File: src/rtl/connect_mode_ctrl.sv
// connect_mode_ctrl: owns the AIDC/bypass select of the AXI connect fabric.
// It counts outstanding XHB read/write bursts, holds off new address issue
// while a mode change is pending, and flips ENABLE_o only once the fabric is idle.
module connect_mode_ctrl #(
  parameter int CNT_W      = 8,
  parameter int SETTLE_CYC = 2
) (
  input  logic             CLK_i,
  input  logic             RSTN_i,
  input  logic             REQ_EN_i,
  input  logic             ARVALID_i,
  input  logic             ARREADY_i,
  input  logic             RVALID_i,
  input  logic             RREADY_i,
  input  logic             RLAST_i,
  input  logic             AWVALID_i,
  input  logic             AWREADY_i,
  input  logic             WVALID_i,
  input  logic             BVALID_i,
  input  logic             BREADY_i,
  output logic             ENABLE_o,
  output logic             HOLD_o,
  output logic             DONE_o,
  output logic [1:0]       STATE_o,
  output logic [CNT_W-1:0] RD_OUTST_o,
  output logic [CNT_W-1:0] WR_OUTST_o,
  output logic             ERR_o
);

  typedef enum logic [1:0] {IDLE = 2'd0, DRAIN = 2'd1, SETTLE = 2'd2} state_t;

  localparam logic [3:0] SETTLE_LOAD = 4'(SETTLE_CYC - 1);

  state_t           state, state_nx;
  logic             enable, enable_nx;
  logic             hold, hold_nx;
  logic             done_nx, done;
  logic             target, target_nx;
  logic [3:0]       settle, settle_nx;
  logic [CNT_W-1:0] rd_cnt, wr_cnt;
  logic             err;
  logic [CNT_W:0]   rd_upd, wr_upd;

  logic arhs, rhs, awhs, bhs, drained;

  assign arhs = ARVALID_i & ARREADY_i;
  assign rhs  = RVALID_i & RREADY_i & RLAST_i;
  assign awhs = AWVALID_i & AWREADY_i;
  assign bhs  = BVALID_i & BREADY_i;

  // Fabric is quiet: nothing in flight and nothing being issued this cycle.
  assign drained = (rd_cnt == '0) && (wr_cnt == '0) && !WVALID_i && !arhs && !awhs;

  // Saturating up/down step; MSB of the result flags an over/underflow attempt.
  function automatic logic [CNT_W:0] cnt_step(input logic [CNT_W-1:0] c,
                                                input logic inc, input logic dec);
    logic [CNT_W:0] r;
    r = {1'b0, c};
    if (inc && !dec) begin
      if (c == {CNT_W{1'b1}}) r[CNT_W] = 1'b1;
      else                    r[CNT_W-1:0] = c + 1'b1;
    end else if (dec && !inc) begin
      if (c == '0) r[CNT_W] = 1'b1;
      else         r[CNT_W-1:0] = c - 1'b1;
    end
    return r;
  endfunction

  assign rd_upd = cnt_step(rd_cnt, arhs, rhs);
  assign wr_upd = cnt_step(wr_cnt, awhs, bhs);

  // Next-state and registered-output decode for the switch sequencer.
  always_comb begin
    state_nx  = state;
    enable_nx = enable;
    hold_nx   = hold;
    done_nx   = 1'b0;
    target_nx = target;
    settle_nx = settle;
    case (state)
      IDLE: begin
        if (REQ_EN_i != enable) begin
          target_nx = REQ_EN_i;
          state_nx  = DRAIN;
          hold_nx   = 1'b1;
        end
      end
      DRAIN: begin
        if (drained) begin
          enable_nx = target;
          settle_nx = SETTLE_LOAD;
          state_nx  = SETTLE;
        end
      end
      SETTLE: begin
        if (settle == '0) begin
          state_nx = IDLE;
          hold_nx  = 1'b0;
          done_nx  = 1'b1;
        end else begin
          settle_nx = settle - 1'b1;
        end
      end
      default: begin
        state_nx = IDLE;
        hold_nx  = 1'b0;
      end
    endcase
  end

  // Sequencer state register.
  always_ff @(posedge CLK_i or negedge RSTN_i) begin
    if (!RSTN_i) begin
      state  <= IDLE;
      enable <= 1'b0;
      hold   <= 1'b0;
      done   <= 1'b0;
      target <= 1'b0;
      settle <= '0;
    end else begin
      state  <= state_nx;
      enable <= enable_nx;
      hold   <= hold_nx;
      done   <= done_nx;
      target <= target_nx;
      settle <= settle_nx;
    end
  end

  // Outstanding-burst counters run in every state so hold is advisory only.
  always_ff @(posedge CLK_i or negedge RSTN_i) begin
    if (!RSTN_i) begin
      rd_cnt <= '0;
      wr_cnt <= '0;
      err    <= 1'b0;
    end else begin
      rd_cnt <= rd_upd[CNT_W-1:0];
      wr_cnt <= wr_upd[CNT_W-1:0];
      err    <= err | rd_upd[CNT_W] | wr_upd[CNT_W];
    end
  end

  assign ENABLE_o   = enable;
  assign HOLD_o     = hold;
  assign DONE_o     = done;
  assign STATE_o    = state;
  assign RD_OUTST_o = rd_cnt;
  assign WR_OUTST_o = wr_cnt;
  assign ERR_o      = err;

endmodule

File: config.mk
export PLATFORM = sky130hd
export DESIGN_NAME = connect_mode_ctrl
export DESIGN_NICKNAME = d
export VERILOG_FILES = /design/src/rtl/connect_mode_ctrl.sv
export SDC_FILE = /design/constraint.sdc
export NUM_CORES = 1
export LEC_CHECK = 0
export ABC_CLOCK_PERIOD_IN_PS = 2100
export CAP_MARGIN = 20
export CORE_ASPECT_RATIO = 0.75
export CORE_MARGIN = 2
export CORE_UTILIZATION = 44
export CTS_BUF_LIST = sky130_fd_sc_hd__clkbuf_4 sky130_fd_sc_hd__clkbuf_8
export DETAILED_ROUTE_END_ITERATION = 6
export PLACE_DENSITY = 0.73
export SETUP_SLACK_MARGIN = 0.15
export SKIP_LAST_GASP = 1
export SYNTH_ARGS = -nofsm -noshare
export SYNTH_HDL_FRONTEND = slang
export SYNTH_SLANG_ARGS = --single-unit
File: constraint.sdc
create_clock -name CLK_i -period 2.1 [get_ports CLK_i]
set_input_delay 0.525 -clock CLK_i [delete_from_list [all_inputs] [get_ports CLK_i]]
set_output_delay 0.525 -clock CLK_i [all_outputs]
set_load 0.02 [all_outputs]
After elaboration in Yosys (flattened, before gate mapping)

Index checks and enable logic that the tools add are counted.

Flip-flop bits (word level): 27

Mux-type cells: 24
Equality and inequality tests: 13
Add/subtract/negate cells: 5
Reductions and logical operators: 27
Bitwise logic cells: 8

Operator list:

| kind                  | number |
|---|---|
| $mux W9               | 4 |
| $mux W8               | 4 |
| $add A8 B1 Y8 const B | 2 |
| $eq A8 B8 Y1 const B  | 2 |
| $logic_not A8 Y1      | 2 |
| $ne A2 B2 Y1 const B  | 8 |
| $sub A8 B1 Y8 const B | 2 |
| $reduce_and A3 Y1     | 5 |
| $logic_and A1 B1 Y1   | 8 |
| $mux W1               | 8 |
| $mux W4               | 2 |
| $pmux W4 S2           | 1 |
| $mux W2               | 3 |
| $pmux W2 S3           | 1 |
| $reduce_bool A2 Y1    | 3 |
| $and A1 B1 Y1         | 5 |
| $logic_not A1 Y1      | 5 |
| $logic_not A4 Y1      | 1 |
| $reduce_and A2 Y1     | 2 |
| $sub A4 B1 Y4 const B | 1 |
| $pmux W1 S3           | 1 |
| $eq A2 B1 Y1 const B  | 1 |
| $eq A2 B2 Y1 const B  | 1 |
| $logic_not A2 Y1      | 1 |
| 3 further kinds       | 4 |

Depth between registers and ports, before layout

Gate-level depths: netlist of run 1.

Depth in word-level cells: 7
Mapped depth: 9
Gate-level depth less buffers: 7

Least setup slack after synthesis of run 1

OpenSTA, ideal clock, no wires.

Path kind: input to register
Start point: input port RLAST_i
End point: register rd_cnt[2], in the netlist RD_OUTST_o[2]
Arrival time: 2.259 ns
Stages: 9
Required time: 2.005 ns
Path slack: -0.255 ns
Buffers on the path: 2
Cell sequence: and3_1 > inv_1 > ha_1 > clkbuf_1 > nor4_1 > a221o_1 > buf_1 > o21ai_0 > o31ai_1

Longest elaborated chain between the ends: 5
Elaborated cells on any way between the ends: 9
Those cells by class: 2 x eq/ne; 1 x mux; 1 x bitwise; 5 x reduce/logical

Ends and longest elaborated chain:

| item                                                                       | line | text |
|---|---|---|
| start, declared                                                            | 15   | `input logic RLAST_i,` |
| $and A1 B1 Y1 (*)                                                          | 47   | `assign rhs = RVALID_i & RREADY_i & RLAST_i;` |
| $logic_not A1 Y1                                                           | 59   | `if (inc && !dec) begin` |
| $logic_and A1 B1 Y1                                                        | 59   |  |
| $ne A2 B2 Y1 (no source line) / $reduce_bool A2 Y1 (equally long branches) | --   |  |
| $reduce_and A3 Y1 (no source line)                                         | --   |  |
| end signal, assigned                                                       | 137  | `rd_cnt <= rd_upd[CNT_W-1:0];` |
| end, declared                                                              | 40   | `logic [CNT_W-1:0] rd_cnt, wr_cnt;` |

Every way passes the cells marked *; elsewhere a longest branch is shown, timed or not.
A chain may end at the register's enable or synchronous reset.

Worst setup path in the final report of run 1

Start point: input port BVALID_i
End point: register wr_cnt[6], in the netlist WR_OUTST_o[6]

Longest elaborated chain between the ends: 5
Elaborated cells on any way between the ends: 9
Those cells by class: 2 x eq/ne; 1 x mux; 1 x bitwise; 5 x reduce/logical

Ends and longest elaborated chain:

| item                                                                       | line | text |
|---|---|---|
| start, declared                                                            | 19   | `input logic BVALID_i,` |
| $and A1 B1 Y1 (*)                                                          | 49   | `assign bhs = BVALID_i & BREADY_i;` |
| $logic_not A1 Y1                                                           | 59   |  |
| $logic_and A1 B1 Y1                                                        | 59   |  |
| $ne A2 B2 Y1 (no source line) / $reduce_bool A2 Y1 (equally long branches) | --   |  |
| $reduce_and A3 Y1 (no source line)                                         | --   |  |
| end signal, assigned                                                       | 138  | `wr_cnt <= wr_upd[CNT_W-1:0];` |
| end, declared                                                              | 40   |  |

Marks and branches as above.

==> impl_metrics.json, run 1 <==
{
  "cp_cell_sequence": "dlygate4sd2_1 > and2_4 > inv_2 > ha_4 > nand2b_4 > or4_4 > a2111oi_4 > a2bb2oi_1",
  "cts_max_path_buffers": 2,
  "gp_congestion": 0.962,
  "start_kind": "primary input",
  "leakagePower_uw": 0.00148,
  "endpoint_kind": "register",
  "max_cap_viol_count": 0,
  "synth.distinct_cells": 56,
  "reg2reg_slack_ns": 0.08,
  "syn_area_um2": 1970,
  "period_share": 0.967,
  "rows": 21,
  "max_slew_margin": 0.695,
  "die_h_um": 62.0,
  "fill_cells": 313,
  "r2r_end": "WR_OUTST_o[7]",
  "timing_hold_violations_final": 0,
  "path_clk_slew_ns": 0.10,
  "syn-num-nets": 245,
  "min-delay-start": "ERR_o",
  "critPathTopFamily": "simple AND/OR/NAND/NOR gates",
  "crit_fanout": 4,
  "synth_edf_count": 0,
  "cts_hold_buf": 0,
  "syn_inst": 221,
  "critPathKind": "primary input to register",
  "synthToLayoutAreaGrowth_pct": 64.4,
  "htree_levels": 1,
  "grt_max_degree": 28,
  "synth_warnings": 0,
  "io_pins": 35,
  "worst_path_max_delay_cell": "or4_4",
  "ir_worst_vdd_v": 0.000793,
  "yosys_most_used_dff": "dfrtp_1",
  "placed_area_um2": 2820,
  "dp_hpwl_mm": 4.19,
  "final-max-slew-violation-count": 0,
  "cts_sinks": 27,
  "seqCellArea_um2": 694,
  "antenna_found_initial": 0,
  "cts-root-buf": "clkbuf_8",
  "drtAntennaViolNets": 0,
  "status": "complete, no violations",
  "powerDensity_nw_per_um2": 1280,
  "numCtsBuffers": 3,
  "finish.utilization": 0.739,
  "worstPathArrival_ns": 2.24,
  "drt_wl_total_mm": 6.30,
  "avgViaCountPerCell": 5.94,
  "layout-drive-gt1-share": 0.481,
  "rsz0062_at_grt": "true",
  "worst_pin_slew_ns": 0.455,
  "cpPeakStageDelay_ns": 0.50,
  "ys_ff_latch": 27,
  "async_flop_share": 1.00,
  "r2r_cells": 4,
  "die_x_um": 81.3,
  "min_path_cells": 2,
  "crit_buf_inv": 2,
  "multi_input_area_um2": 1540,
  "min_to": "ERR_o",
  "r2r_start": "WR_OUTST_o[3]",
  "nets": 335,
  "hp-class": "register to register",
  "grt_pass1_vias": 1952,
  "wl_per_cell_um": 17.2,
  "cp.required_ns": 2.31,
  "yosysSeqAreaShare": 0.343,
  "drcViolationCount": 0,
  "final.setup_skew_ns": 0.00405,
  "clock_latency_ns": 0.28,
  "stdcell_area_um2": 3240,
  "cts_tree": "yes",
  "die_area_um2": 5040,
  "firstDrtPassIters": 4,
  "avgSynthCellArea_um2": 8.92,
  "start_util": 0.449,
  "grt_usage": 0.243,
  "drtIter0Drc": 183,
  "setup_viol": 0,
  "fin_crit_ns": 2.03,
  "grt-ovfl-total": 0,
  "core_um2": 4390,
  "num_vias": 2179,
  "timing.fmax_ghz": 0.492,
  "grt_pass1_wl_mm": 9.43,
  "antenna_cells": 0,
  "io_buffers": 34
}
[per-stage QoR]
stage	cells	setup TNS [ns]	hold slack [ns]	total power, µW	setup slack (ns)
floorplan	221	0	0.229	2330	0.0111
global placement	346	-6.36	0.483	3280	-0.438
detailed placement	346	-6.78	0.460	3320	-0.511
CTS	366	-0.0102	0.498	3810	-0.0102
global route	367	0	0.527	4400	0.0236
finish	367	0	0.486	4150	0.0685
[metal layers]
layer / GRT usage / vias to the layer above / wire, µm
met1: 0.356 / 1057 / 2850
met3: 0.0491 / 13 / 414
met2: 0.382 / 85 / 2940
met4: 0.0339 / 0 / 93
met5: 0 / - / 0
li1: - / 1024 / -
[cells in the mapped netlist (2+ instances only)]
| master | n | area share |
|---|---|---|
| a32oi_1 | 2 | 0.0089 |
| nor4b_1 | 3 | 0.013 |
| nor4_1 | 7 | 0.022 |
| nand4_1 | 4 | 0.013 |
| a211oi_1 | 2 | 0.0076 |
| a21oi_1 | 8 | 0.020 |
| a31oi_1 | 6 | 0.019 |
| o31ai_1 | 6 | 0.023 |
| nor2b_1 | 3 | 0.0095 |
| clkbuf_1 | 6 | 0.011 |
| and3_1 | 9 | 0.029 |
| a2111oi_0 | 2 | 0.0089 |
| nor2_1 | 9 | 0.017 |
| a22oi_1 | 3 | 0.011 |
| and4_1 | 2 | 0.0089 |
| o41ai_1 | 2 | 0.0089 |
| nand3_1 | 5 | 0.013 |
| mux2_2 | 3 | 0.017 |
| nand2_1 | 12 | 0.023 |
| or2_2 | 2 | 0.0063 |
| or4_1 | 3 | 0.011 |
| a21o_1 | 2 | 0.0076 |
| o21ai_0 | 8 | 0.020 |
| ha_1 | 11 | 0.070 |
| inv_1 | 22 | 0.042 |
| nor3_1 | 5 | 0.013 |
| nand2b_1 | 6 | 0.019 |
| o22ai_1 | 6 | 0.019 |
| a2bb2oi_1 | 2 | 0.0089 |
| a41oi_1 | 2 | 0.0089 |
| nor3b_1 | 3 | 0.011 |
| or3_1 | 2 | 0.0063 |
| buf_2 | 2 | 0.0051 |
| o21a_1 | 2 | 0.0076 |
| dfrtp_1 | 27 | 0.34 |
| or4_4 | 2 | 0.011 |
[cell type report]
type                            count  share of cell area
Multi-Input combinational cell    163               0.474
Timing Repair Buffer               94               0.249
Sequential cell                    27               0.214
Inverter                           22              0.0255
Tap cell                           57              0.0220
Clock buffer                        3              0.0127
Clock inverter                      1             0.00232
[worst min-delay path: stages (launching register included)]
cell      delay (ns)
dfrtp_1         0.36
inv_1           0.04
o221ai_1        0.06
[flip-flops by register name, summed over array words and instances (netlist names)]
register and flops:
ENABLE_o 1, settle 4, ERR_o 1, STATE_o 2, RD_OUTST_o 8, DONE_o 1, target 1, HOLD_o 1
WR_OUTST_o 8
[cells by family (layout without fill, tap and decap cells)]
kind of cell,count (synthesis),in the layout,synth area share
AOI/OAI and AO/OA,63,63,0.236
buffers and inverters,31,120,0.0603
xor gates and xnor gates,1,1,0.00445
and+or+nand+nor,85,85,0.270
DFF,27,27,0.343
adders and majority gates,11,11,0.0698
muxes,3,3,0.0171
[report_power, final]
group	leakage (µW)	internal (µW)	switching [µW]
sequential	0.000315	730	300
combinational	0.00114	1430	1380
clock	0.0000217	135	171
total	0.00148	2290	1850
[how the worst max path moves through the flow]
stage / startpoint / to / slack [ns] / depth (start not counted)
5_1_grt: WR_OUTST_o[3] / WR_OUTST_o[7] / 0.02 / 4
4_1_cts: WR_OUTST_o[1] / WR_OUTST_o[6] / -0.01 / 6
3_3_place_gp: RREADY_i / RD_OUTST_o[3] / -0.44 / 8
3_5_place_dp: RLAST_i / RD_OUTST_o[2] / -0.51 / 9
6_report: BVALID_i / WR_OUTST_o[6] / 0.07 / 8
2_1_floorplan: RREADY_i / RD_OUTST_o[3] / 0.01 / 8
[cell usage in the layout, fill, tap and decap left out, types with 5 or more instances in the layout]
| cell | count |
|---|---|
| buf_4 | 55 |
| inv_1 | 16 |
| dfrtp_2 | 15 |
| dfrtp_1 | 12 |
| clkdlybuf4s50_1 | 12 |
| nand2_1 | 10 |
| dlymetal6s2s_1 | 10 |
| nor2_1 | 9 |
| a21oi_1 | 7 |
| dlygate4sd2_1 | 7 |
| inv_2 | 6 |
| a31oi_1 | 6 |
| o22ai_1 | 6 |
| buf_6 | 6 |
| and3_1 | 5 |
| o21ai_0 | 5 |
| nand3_1 | 5 |
| ha_4 | 5 |
[what timing repair did]
action / 4_1_cts / 5_1_grt
gates cloned: 0 / 0
setup endpoints to repair: 28 / 27
pin swaps: 11 / 13
endpoints found under the hold margin: 0 / 0
buffers inserted: 16 / 1
gates resized for setup: 38 / 49
(Power assumes the default switching activity.)
==> run 2: changes to the inputs <==
--- a/config.mk
+++ b/config.mk
@@ -18,3 +18,4 @@
 export SYNTH_ARGS = -nofsm -noshare
 export SYNTH_HDL_FRONTEND = slang
 export SYNTH_SLANG_ARGS = --single-unit
+export TNS_END_PERCENT = 20
==> run 2 against run 1 <==
  * First-iteration DRC count decreased by 25%
  * Via count down 0.64%
  * Clock power grew 4%
  * Highest routed layer unchanged
==> impl_metrics.json, run 2 (synthesized netlist as in run 1, its figures left out) <==
{
  "status": "complete, no violations",
  "timing_hold_violations_final": 0,
  "htree_levels": 1,
  "drtIter0Drc": 138,
  "final.setup_skew_ns": 0.00251,
  "rsz0062_at_grt": "true",
  "avgViaCountPerCell": 5.82,
  "cts_sinks": 27,
  "synthToLayoutAreaGrowth_pct": 58.2,
  "finalPower_uw": 4010,
  "cp.required_ns": 2.31,
  "critPathTopFamily": "simple AND/OR/NAND/NOR gates",
  "dp_hpwl_mm": 4.16,
  "hp-class": "register to register",
  "nets": 340,
  "ir_worst_vdd_v": 0.000679,
  "powerDensity_nw_per_um2": 1290,
  "antenna_found_initial": 0,
  "period_share": 0.974,
  "final-max-slew-violation-count": 0,
  "die_h_um": 62.0,
  "path_common_cell": "or4_4",
  "die_x_um": 81.3,
  "layout-drive-gt1-share": 0.419,
  "path_clk_slew_ns": 0.09,
  "cts_tree": "yes",
  "start_util": 0.449,
  "setup_viol": 0,
  "crit_fanout": 4,
  "max_slew_margin": 0.734,
  "num_vias": 2165,
  "timing.fmax_ghz": 0.489,
  "final_cell_mix": "buf_4, clkdlybuf4s50_1, dfrtp_1, inv_1, nand2_1",
  "leakagePower_uw": 0.00139,
  "reg2reg_slack_ns": 0.06,
  "drt_wl_total_mm": 6.04,
  "drtAntennaViolNets": 0,
  "numCtsBuffers": 3,
  "layout_commonest_cell": "buf_4",
  "grt_pass1_vias": 2043,
  "io_pins": 35,
  "worstPathArrival_ns": 2.26,
  "grt-ovfl-total": 0,
  "fin_crit_ns": 2.04,
  "clock_latency_ns": 0.27,
  "max_cap_viol_count": 0,
  "die_area_um2": 5040,
  "finish.utilization": 0.711,
  "grt_usage": 0.256,
  "cts-root-buf": "clkbuf_8",
  "core_um2": 4390,
  "crit_buf_inv": 0,
  "gp_congestion": 0.885,
  "grt_max_degree": 28,
  "drcViolationCount": 0,
  "critPathKind": "register to register",
  "cts_hold_buf": 0,
  "cp_cell_sequence": "or4_4 > or4_4 > a2111oi_4 > a2bb2oi_2",
  "grt_pass1_wl_mm": 9.87,
  "rows": 21,
  "worst_path_max_delay_cell": "or4_4",
  "endpoint_kind": "register",
  "start_kind": "register",
  "firstDrtPassIters": 5,
  "io_buffers": 34,
  "worst_pin_slew_ns": 0.398,
  "finalSetupTns_ns": 0,
  "cts_max_path_buffers": 2,
  "antenna_cells": 0,
  "wl_per_cell_um": 16.2,
  "cpPeakStageDelay_ns": 0.58
}
[run 2: worst reg2reg max path: cells and delay by family (launching register included)]
kind / cells / cell delay (ns)
compound gates: 2 / 0.48
flops: 1 / 0.41
simple gates: 2 / 1.09
[run 2: worst paths after layout]
| path | startpoint | to | depth (start not counted) |
|---|---|---|---|
| max in group asynchronous | RSTN_i | RD_OUTST_o[4] | 2 |
| hold / removal | ERR_o | ERR_o | 2 |
| setup / recovery | WR_OUTST_o[4] | WR_OUTST_o[7] | 4 |
| setup reg to reg | WR_OUTST_o[4] | WR_OUTST_o[7] | 4 |
| min in group asynchronous | RSTN_i | DONE_o | 2 |
| hold reg to reg | ERR_o | ERR_o | 2 |
[run 2: stage by stage]
stage          setup slack (ns)  hold WS, ns  instances  area, µm²
2_1_floorplan            0.0111        0.229        221       2060
3_3_place_gp             -0.491        0.490        355       2810
3_5_place_dp             -0.525        0.510        355       2810
4_1_cts                  0.0162        0.533        372       3070
5_1_grt                -0.00237        0.576        372       3120
6_report                 0.0550        0.532        372       3120
[run 2: timing repair]
action                     CTS  global route
pin swaps                   15             6
gates resized for setup     49            13
setup endpoints to repair   28            36
buffers inserted            13             0
[run 2: power by group]
group	internal, µW	switching [µW]	leakage, µW
Sequential	723	271	0.000324
Combinational	1420	1280	0.00104
Clock	149	168	0.0000262
Total	2300	1720	0.00139
[run 2: layout make-up]
| class | count | area [µm²] |
|---|---|---|
| multi-input combinational | 163 | 1370 |
| fill | 327 | 1270 |
| timing repair buffer | 99 | 858 |
| sequential | 27 | 687 |
| inverter | 22 | 82.6 |
| tap | 57 | 71.3 |
| clock buffer | 4 | 48.8 |
[run 2: layer usage]
layer	routed length, µm	vias up	global-route usage
li1	-	1029	-
met1	2810	1042	0.377
met2	2780	88	0.397
met3	410	6	0.0477
met4	48	0	0.0460
met5	0	-	0
